<file path="src/rtl/xgs_athena_system_top.sv">
// xgs_athena_system_top: AXI-Lite register slave plus a triggered frame generator
// that streams synthetic sensor beats on AXI-Stream and raises a frame-done interrupt.
module xgs_athena_system_top #(
  parameter int AXIL_DATA_WIDTH = 32,
  parameter int AXIL_ADDR_WIDTH = 11,
  parameter int AXIS_DATA_WIDTH = 64,
  parameter int AXIS_USER_WIDTH = 4
) (
  input  logic                         aclk,
  input  logic                         aclk_reset_n,
  input  logic [AXIL_ADDR_WIDTH-1:0]   aclk_awaddr,
  input  logic [2:0]                   aclk_awprot,
  input  logic                         aclk_awvalid,
  output logic                         aclk_awready,
  input  logic [AXIL_DATA_WIDTH-1:0]   aclk_wdata,
  input  logic [AXIL_DATA_WIDTH/8-1:0] aclk_wstrb,
  input  logic                         aclk_wvalid,
  output logic                         aclk_wready,
  output logic [1:0]                   aclk_bresp,
  output logic                         aclk_bvalid,
  input  logic                         aclk_bready,
  input  logic [AXIL_ADDR_WIDTH-1:0]   aclk_araddr,
  input  logic [2:0]                   aclk_arprot,
  input  logic                         aclk_arvalid,
  output logic                         aclk_arready,
  output logic [AXIL_DATA_WIDTH-1:0]   aclk_rdata,
  output logic [1:0]                   aclk_rresp,
  output logic                         aclk_rvalid,
  input  logic                         aclk_rready,
  output logic [AXIS_DATA_WIDTH-1:0]   s_axis_tx_tdata,
  output logic [AXIS_USER_WIDTH-1:0]   s_axis_tx_tuser,
  output logic                         s_axis_tx_tlast,
  output logic                         s_axis_tx_tvalid,
  input  logic                         s_axis_tx_tready,
  output logic                         irq_dma,
  input  logic [1:0]                   XGSmodel_sel,
  input  logic                         anput_ext_trig
);
  localparam int AW = AXIL_ADDR_WIDTH - 2;
  localparam logic [AW-1:0] A_ID = AW'(0), A_VER = AW'(1), A_SCRATCH = AW'(2), A_CTRL = AW'(4),
                            A_SWTRIG = AW'(5), A_SIZE = AW'(6), A_STATUS = AW'(7), A_MISSED = AW'(9);
  typedef enum logic {S_IDLE, S_STREAM} state_t;
  state_t r_state, w_next;
  logic r_live, r_aw_cap, r_w_cap, r_bvalid, r_rvalid, r_irq_pend, r_irq;
  logic [AW-1:0] r_waddr;
  logic [31:0] r_wdata, r_rdata, r_scratch, r_img_size, w_rd, w_mask;
  logic [3:0] r_wstrb, w_user;
  logic [2:0] r_ctrl, r_sync;
  logic [15:0] r_frame_cnt, r_missed, r_line, r_beat, r_lines, r_beats;
  logic [1:0] r_sel;
  logic w_wr, w_busy, w_last, w_eof, w_hs, w_eof_hs, w_sw_trig, w_ext_trig, w_trig, w_start, w_unused;
  logic [AW-1:0] w_ra;
  assign w_unused = &{1'b0, aclk_awprot, aclk_arprot, aclk_awaddr[1:0], aclk_araddr[1:0]};
  assign w_ra = aclk_araddr[AXIL_ADDR_WIDTH-1:2];
  assign w_wr = r_aw_cap & r_w_cap;
  assign w_mask = {{8{r_wstrb[3]}}, {8{r_wstrb[2]}}, {8{r_wstrb[1]}}, {8{r_wstrb[0]}}};
  assign w_busy = r_state == S_STREAM;
  assign w_last = r_beat == r_beats - 16'd1;
  assign w_eof = w_last && r_line == r_lines - 16'd1;
  assign w_hs = w_busy & s_axis_tx_tready;
  assign w_eof_hs = w_hs & w_eof;
  assign w_sw_trig = w_wr && r_waddr == A_SWTRIG && r_wstrb[0] && r_wdata[0];
  assign w_ext_trig = r_sync[1] & ~r_sync[2];
  assign w_trig = r_ctrl[1] ? w_ext_trig : w_sw_trig;
  assign w_start = w_trig & ~w_busy & r_ctrl[0] & (|r_img_size[15:0]) & (|r_img_size[31:16]);
  assign aclk_awready = r_live & ~r_aw_cap & ~r_bvalid;
  assign aclk_wready = r_live & ~r_w_cap & ~r_bvalid;
  assign aclk_arready = r_live & ~r_rvalid;
  assign aclk_bvalid = r_bvalid;
  assign aclk_bresp = 2'b00;
  assign aclk_rvalid = r_rvalid;
  assign aclk_rdata = r_rdata;
  assign aclk_rresp = 2'b00;
  assign irq_dma = r_irq;
  assign w_user = w_busy ? {1'b0, w_eof, r_beat == 16'd0, r_beat == 16'd0 && r_line == 16'd0} : 4'd0;
  assign s_axis_tx_tvalid = w_busy;
  assign s_axis_tx_tlast = w_busy & w_last;
  assign s_axis_tx_tuser = w_user;
  assign s_axis_tx_tdata = {r_frame_cnt, r_line, r_beat, 14'd0, r_sel};
  always_comb begin
    w_next = w_start ? S_STREAM : w_eof_hs ? S_IDLE : r_state;
    case (w_ra)
      A_ID:      w_rd = 32'h5847_5341;
      A_VER:     w_rd = 32'h0001_0000;
      A_SCRATCH: w_rd = r_scratch;
      A_CTRL:    w_rd = {29'd0, r_ctrl};
      A_SIZE:    w_rd = r_img_size;
      A_STATUS:  w_rd = {r_frame_cnt, 14'd0, r_irq_pend, w_busy};
      A_MISSED:  w_rd = {16'd0, r_missed};
      default:   w_rd = 32'd0;
    endcase
  end
  always_ff @(posedge aclk or negedge aclk_reset_n)
    if (!aclk_reset_n) begin
      r_live <= 1'b0;
      r_aw_cap <= 1'b0;
      r_w_cap <= 1'b0;
      r_bvalid <= 1'b0;
      r_rvalid <= 1'b0;
      r_waddr <= '0;
      r_wdata <= '0;
      r_wstrb <= '0;
      r_rdata <= '0;
    end else begin
      r_live <= 1'b1;
      if (aclk_awvalid && aclk_awready) begin
        r_aw_cap <= 1'b1;
        r_waddr <= aclk_awaddr[AXIL_ADDR_WIDTH-1:2];
      end
      if (aclk_wvalid && aclk_wready) begin
        r_w_cap <= 1'b1;
        r_wdata <= aclk_wdata;
        r_wstrb <= aclk_wstrb;
      end
      if (w_wr) begin
        r_aw_cap <= 1'b0;
        r_w_cap <= 1'b0;
        r_bvalid <= 1'b1;
      end else if (aclk_bready) r_bvalid <= 1'b0;
      if (aclk_arvalid && aclk_arready) begin
        r_rvalid <= 1'b1;
        r_rdata <= w_rd;
      end else if (aclk_rready) r_rvalid <= 1'b0;
    end
  always_ff @(posedge aclk or negedge aclk_reset_n)
    if (!aclk_reset_n) begin
      r_scratch <= '0;
      r_ctrl <= '0;
      r_img_size <= '0;
      r_irq_pend <= 1'b0;
      r_irq <= 1'b0;
      r_frame_cnt <= '0;
      r_missed <= '0;
      r_sync <= '0;
    end else begin
      r_sync <= {r_sync[1:0], anput_ext_trig};
      if (w_wr && r_waddr == A_SCRATCH) r_scratch <= (r_scratch & ~w_mask) | (r_wdata & w_mask);
      if (w_wr && r_waddr == A_CTRL) r_ctrl <= (r_ctrl & ~w_mask[2:0]) | (r_wdata[2:0] & w_mask[2:0]);
      if (w_wr && r_waddr == A_SIZE) r_img_size <= (r_img_size & ~w_mask) | (r_wdata & w_mask);
      // a frame ending in the same cycle as the W1C keeps the interrupt pending
      if (w_eof_hs) r_irq_pend <= 1'b1;
      else if (w_wr && r_waddr == A_STATUS && r_wstrb[0] && r_wdata[1]) r_irq_pend <= 1'b0;
      r_irq <= r_irq_pend & r_ctrl[2];
      if (w_eof_hs) r_frame_cnt <= r_frame_cnt + 16'd1;
      if (w_trig && !w_start && r_missed != 16'hFFFF) r_missed <= r_missed + 16'd1;
    end
  always_ff @(posedge aclk or negedge aclk_reset_n)
    if (!aclk_reset_n) begin
      r_state <= S_IDLE;
      r_line <= '0;
      r_beat <= '0;
      r_lines <= '0;
      r_beats <= '0;
      r_sel <= '0;
    end else begin
      r_state <= w_next;
      if (w_start) begin
        r_line <= '0;
        r_beat <= '0;
        r_lines <= r_img_size[31:16];
        r_beats <= r_img_size[15:0];
        r_sel <= XGSmodel_sel;
      end else if (w_hs) begin
        r_beat <= w_last ? 16'd0 : r_beat + 16'd1;
        if (w_last) r_line <= r_line + 16'd1;
      end
    end
endmodule

</file>
<file path="config.mk">
export PLATFORM = sky130hd
export DESIGN_NAME = xgs_athena_system_top
export DESIGN_NICKNAME = d
export VERILOG_FILES = /design/src/rtl/xgs_athena_system_top.sv
export SDC_FILE = /design/constraint.sdc
export NUM_CORES = 1
export LEC_CHECK = 0
export BUFFER_PORTS_ARGS = -buffer_cell sky130_fd_sc_hd__buf_2
export CORE_MARGIN = 3
export CORE_UTILIZATION = 35
export CTS_BUF_LIST = sky130_fd_sc_hd__clkbuf_2
export CTS_CLUSTER_SIZE = 16
export DETAILED_ROUTE_END_ITERATION = 8
export PLACE_DENSITY = 0.54
export REMOVE_ABC_BUFFERS = 1
export SKIP_LAST_GASP = 1
export SLEW_MARGIN = 20
export SYNTH_ARGS = -nofsm -noshare
export SYNTH_HDL_FRONTEND = slang
export SYNTH_SLANG_ARGS = --single-unit
</file>
<file path="constraint.sdc">
create_clock -name aclk -period 3.55 [get_ports aclk]
set_clock_uncertainty 0.1 [all_clocks]
set_input_delay 0.71 -clock aclk [delete_from_list [all_inputs] [get_ports aclk]]
set_output_delay 0.71 -clock aclk [all_outputs]
set_load 0.02 [all_outputs]
</file>
Yosys cells after proc, flatten, opt, wreduce, memory -nomap -nowiden
Cells that the tools add are included.
{"block": "op_classes", "add_sub_neg": 6, "n_mul": 0, "div_mod_pow": 0, "order_cmp": 0, "n_eq_ne": 14, "shift": 0, "n_mux": 21, "n_bitwise": 31, "n_reduce_logical": 31}
{"operator": "32-bit one-hot mux with 7 select lines", "count": 1}
{"operator": "32-bit bitwise AND", "count": 3}
{"operator": "16-bit two-way mux", "count": 6}
{"operator": "16-bit by 1-bit adder with 16-bit output, second input constant", "count": 4}
{"operator": "32-bit bitwise OR", "count": 2}
{"operator": "9-bit by 3-bit equality test with 1-bit output, second input constant", "count": 7}
{"operator": "16-bit equality test", "count": 2}
{"operator": "16-bit logical NOT", "count": 2}
{"operator": "32-bit NOT", "count": 1}
{"operator": "16-bit OR reduction", "count": 2}
{"operator": "16-bit by 1-bit subtractor with 16-bit output, second input constant", "count": 2}
{"operator": "9-bit by 2-bit equality test with 1-bit output, second input constant", "count": 2}
{"operator": "1-bit logical AND", "count": 16}
{"operator": "16-bit inequality test, second input constant", "count": 1}
{"operator": "2-bit nonzero test", "count": 8}
{"operator": "1-bit bitwise AND", "count": 15}
{"operator": "1-bit two-way mux", "count": 13}
{"operator": "9-bit by 1-bit equality test with 1-bit output, second input constant", "count": 1}
{"operator": "9-bit by 4-bit equality test with 1-bit output, second input constant", "count": 1}
{"operator": "9-bit logical NOT", "count": 1}
{"operator": "3-bit bitwise AND", "count": 2}
{"operator": "1-bit NOT", "count": 6}
{"operator": "3-bit two-way mux", "count": 1}
{"operator": "3-bit NOT", "count": 1}
{"operator": "3 further kinds", "count": 3}
{"block": "totals", "reg_bits": 253, "latch_bits": 0, "ram_bits": 0, "mem_bits_ro": 0, "inputBits": 75, "elab_cells": 126, "mem_count": 0}

Longest topological paths before layout
{"block": "depth", "depth_word": 12, "ltp_mapped": 14, "mapped_depth_nobuf": 10}

Worst setup path after synthesis
Ideal clock, no wire load.
{"block": "synth_path", "kind": "flip-flop to output port", "start": "register r_beats[0]", "end": "output s_axis_tx_tuser[2]", "arrival_time_ns": 3.098, "required_ns": 2.740, "slack_ns": -0.358, "stages_incl_launch_ff": 14, "path_buffers": 4, "cell_sequence": "dfrtp_1 inv_1 ha_1 clkbuf_1 nor2b_1 or3_1 a31o_2 a21oi_1 nand4_1 or2_1 buf_4 buf_4 buf_4 nor3_1"}
{"block": "synth_between", "elab_chain_len": 4}
{"item": "start, declared", "line": "49", "text": "logic [15:0] r_frame_cnt, r_missed, r_line, r_beat, r_lines, r_beats;"}
{"item": "start signal, assigned", "line": "161", "text": "r_beats <= r_img_size[15:0];"}
{"item": "16-bit by 1-bit subtractor with 16-bit output", "line": "58", "text": "assign w_last = r_beat == r_beats - 16'd1;"}
{"item": "16-bit equality test", "line": "58"}
{"item": "1-bit logical AND", "line": "59", "text": "assign w_eof = w_last && r_line == r_lines - 16'd1;"}
{"item": "3-bit two-way mux", "line": "75", "text": "assign w_user = w_busy ? {1'b0, w_eof, r_beat == 16'd0, r_beat == 16'd0 && r_line == 16'd0} : 4'd0;"}
{"item": "end, declared", "line": "31", "text": "output logic [AXIS_USER_WIDTH-1:0] s_axis_tx_tuser,"}
No other way between the ends.

Worst setup path in the final report
{"block": "layout_path", "start": "register r_beats[2]", "end": "output s_axis_tx_tuser[2]"}
Same word-level chain as after synthesis.

==> summary.md <==
| Metric | Value |
|---|---|
| Most common cell after layout, fill and taps aside | dfrtp_1 |
| Antenna violations before repair | 1 |
| Worst path top cell family by delay | simple AND/OR/NAND/NOR gates |
| Status | finished, violations left |
| CP max stage delay | about 0.45 ns |
| Endpoints failing setup | 2 |
| Pin count of the biggest net entering global routing | 76 |
| Worst min path class | flip-flop to flip-flop |
| Gr ovfl total | 0 |
| IO Count | roughly 190 |
| Hold Path Sink | r_sync[1] |
| Fill count | about 3400 |
| TritonRoute pass-1 iters | 5 |
| Vias per cell | between 5 and 6 |
| CTS Buf Count | 71 |
| Final period utilization | 114.5% |
| Count of pins over their slew limit | 0 |
| Sw power | between 2000 and 2500 uW |
| Most frequent cells in the layout | dfrtp_1 (250), buf_2 (154), mux2_2 (145), clkbuf_2 (107), nand2_1 (91) |
| Clock transition at path regs | around 0.10 ns |
| Crit path DAT | ~3.3 ns |
| Max Cap Viol | 0 |
| Comb power frac | roughly 16% |
| Hold path depth | 0 |
| Dpl hpwl | 23680 um |
| Via count | 9893 |
| Peak VDD IR | 266.4 uV |
| Sequential share of power | ~53% |
| Most common cell on crit path | buf_6 |
| Sequential cell area | roughly 6300 um2 |
| First-pass GRT wire length | between 50000 and 60000 um |
| Share of cells above drive strength 1 | between 30% and 40% |
| Worst hold start | r_sync[0] |
| Reg2reg path depth | 10 |
| Initial core utilization | between 30% and 40% |
| Failing checks | setup timing |
| Util after Layout | between 40% and 50% |
| Reg2reg start | r_lines[8] |
| Main combinational cell family by area after synthesis | simple AND/OR/NAND/NOR gates |
| Worst Slack Setup Final | -0.5150 ns |
| Placed Cells | 1712 |
| Num rows | a little under 70 |
| CTS tree | done |
| Clk buf depth | 3 |
| Multiplexer share of the synthesized area | 14.01% |
| Post-synth top flop | dfrtp_1 |
| Synth Area in Adders | less than 1% |
| Die area | approximately 38000 um2 |
| Clock power share | approximately 30% |
| Post-synth design cell area | 12390 um2 |
| Finished Layout Cells | roughly 1900 |
| CP startpoint kind | flip-flop |
| Sequential-to-total area share from yosys stat | around half |
| Layout area overhead | 23.79% |
| H-tree levels | 3 |
| Post-Synth Simple-Gate Area | between 15 and 20% |
| Origin of the worst setup path | r_beats[2] |
| CP Capture Type | output pin |
| Pwr Total | 6794 uW |
| Final nets | about 1500 |
| Post-synth cell types | 73 |
| Crit-path cells | buf_6, nor4_4, buf_4, a21oi_1, nand4b_1, nor3_2, nand4_1, or2_4, nor3_4, buf_6 |
| Final Hold Fails | 0 |
| Core footprint | between 30000 and 40000 um2 |
| WP buf/inv | 3 |
| Syn Inst Count | 1114 |
| Skew-Pair Late Insertion Delay | between 0.8 and 0.9 ns |
| Fmax | between 200 and 250 MHz |
| DR WL/cell | 17.97 um |
| WS Path Type | flip-flop to output pin |
| Critical path peak fanout | 4 |
| Async SR Flop Fraction | 100.0% |
| Placer Congestion | 0.8275 |
| Die Ht | about 190 um |
| FF+latch count, synth | 253 |
| Die width | just under 200 um |
| Reg-to-reg slack, setup | 0.25 ns |
| Syn. warnings | 0 |
| RSZ-0062 raised after global routing | yes |
| Clock sink count | 253 |
| Tmin final | 4.065 ns |
| Vias in the first global route | approximately 10000 |
| Synth Area in XOR/XNOR | ~4.7% |
| Hold_ws | around 0.25 ns |
| Area of the multi-input gates | a little under 6000 um2 |
| Leakage power | 0.007438 uW |
| Rel. slew slack | 39.01% |
| Remaining DRCs | 0 |
| Internal | about 4700 uW |
| Slowest cell on crit path | dfrtp_2 |
| Reg2Reg Capture Point | r_frame_cnt[1] |
| Clk root buf | clkbuf_2 |
| Iter 0 DRT Violations | between 400 and 500 |
| Switching share of power | 31.55% |
| Actual slew at the worst max-slew pin | about 0.9 ns |
| WL final | about 34000 um |
| Compound-cell area share of the yosys netlist | about a tenth |
| CP required | about 2.7 ns |
| Total track usage | approximately 18% |
| P per Cell Area | 443.0 nW/um2 |
| Final antenna-violating net count | 0 |
| Quantity of I/O buffers inserted on ports | around 160 |
| EDFF count, synth | 0 |
| Synthesized area per cell | between 10 and 15 um2 |
[worst register-to-register path: cells and delay by family, from the launching register on]
family,cells,cell delay [ns]
simple gates,3,1.07
flops,1,0.39
compound gates,2,0.38
buf+inv,3,0.60
mux,2,0.65
[layer usage]
layer	GRT usage, %	wire length [um]	vias to the layer above
li1	-	-	4657
met1	24.96	16280	4956
met2	29.13	16060	225
met3	3.197	1289	55
met4	6.303	725	0
met5	0	0	-
[through the flow]
stage / instance area [um2] / setup TNS, ns / setup WS (ns)
3_3_place_gp: 13830 / 0 / 0.09610
6_report: 15340 / -0.9991 / -0.5150
4_1_cts: 15300 / -1.019 / -0.5422
3_5_place_dp: 13830 / 0 / 0.1366
5_1_grt: 15340 / -1.481 / -0.7809
2_1_floorplan: 12070 / -51.56 / -1.052
[power groups by stage]
| stage | clock [uW] | combinational [uW] | sequential [uW] |
|---|---|---|---|
| 5_1_grt | 2370 | 1200 | 3670 |
| 2_1_floorplan | 0 | 658 | 3590 |
| 3_5_place_dp | 0 | 1040 | 3670 |
| 6_report | 2100 | 1080 | 3610 |
| 3_3_place_gp | 0 | 1010 | 3660 |
| 4_1_cts | 2210 | 1090 | 3610 |
[cells by family (layout without fill, tap and decap cells)]
kind of cell / after synthesis / in the layout
simple gates: 355 / 355
flops: 253 / 253
compound gates: 178 / 178
mux: 155 / 155
buf+inv: 97 / 421
xor+xnor: 66 / 66
fa+ha+maj: 8 / 8
other cells: 2 / 21
[repair_timing]
action                                 in CTS  in global routing
hold buffers                               51                  0
endpoints found under the hold margin     119                  0
setup endpoints to repair                   2                  2
pin swaps                                  17                  8
resized for setup                          35                  3
cloned                                      0                  0
setup buffers                              23                  3
[synth_stat cells (all sizes together), types with 7 or more instances]
| master | instances | area (um2) |
|---|---|---|
| and3 | 21 | 131.4 |
| nor3b | 7 | 52.55 |
| nor3 | 21 | 105.1 |
| xnor2 | 46 | 410.4 |
| dfrtp | 253 | 6331 |
| nor4 | 25 | 186.4 |
| mux2 | 147 | 1655 |
| nor2b | 12 | 75.07 |
| xor2 | 20 | 175.2 |
| a21oi | 40 | 200.2 |
| nand3 | 37 | 195.2 |
| o31ai | 13 | 102.6 |
| nand2 | 99 | 386.6 |
| or4 | 19 | 151.4 |
| o21ai | 51 | 255.2 |
| clkbuf | 49 | 183.9 |
| a31oi | 9 | 56.30 |
| a221o | 11 | 110.1 |
| buf | 28 | 204.0 |
| mux2i | 8 | 80.08 |
| a222oi | 18 | 180.2 |
| and2 | 11 | 68.82 |
| nand4 | 18 | 118.9 |
| ha | 8 | 100.1 |
| inv | 20 | 75.07 |
| nor2 | 48 | 180.2 |
[how the worst max path moves through the flow]
stage / endpoint / slack (ns) / cells past startpoint
after CTS: s_axis_tx_tuser[2] / -0.54 / 8
after floorplan: r_beat[15] / -1.05 / 8
after global placement: s_axis_tx_tuser[2] / 0.1 / 8
after global routing: s_axis_tx_tuser[2] / -0.78 / 8
final: s_axis_tx_tuser[2] / -0.52 / 10
after detailed placement: s_axis_tx_tuser[2] / 0.14 / 7
[cell type report]
type	count	share of cell area, %
Tap cell	455	3.712
Multi-Input combinational cell	782	38.03
Sequential cell	253	41.30
Clock inverter	15	0.5384
Clock buffer	107	3.492
Inverter	20	0.4895
Timing Repair Buffer	279	12.42
Antenna cell	1	0.01632
Note: power is estimated with default switching activity, not from simulation.
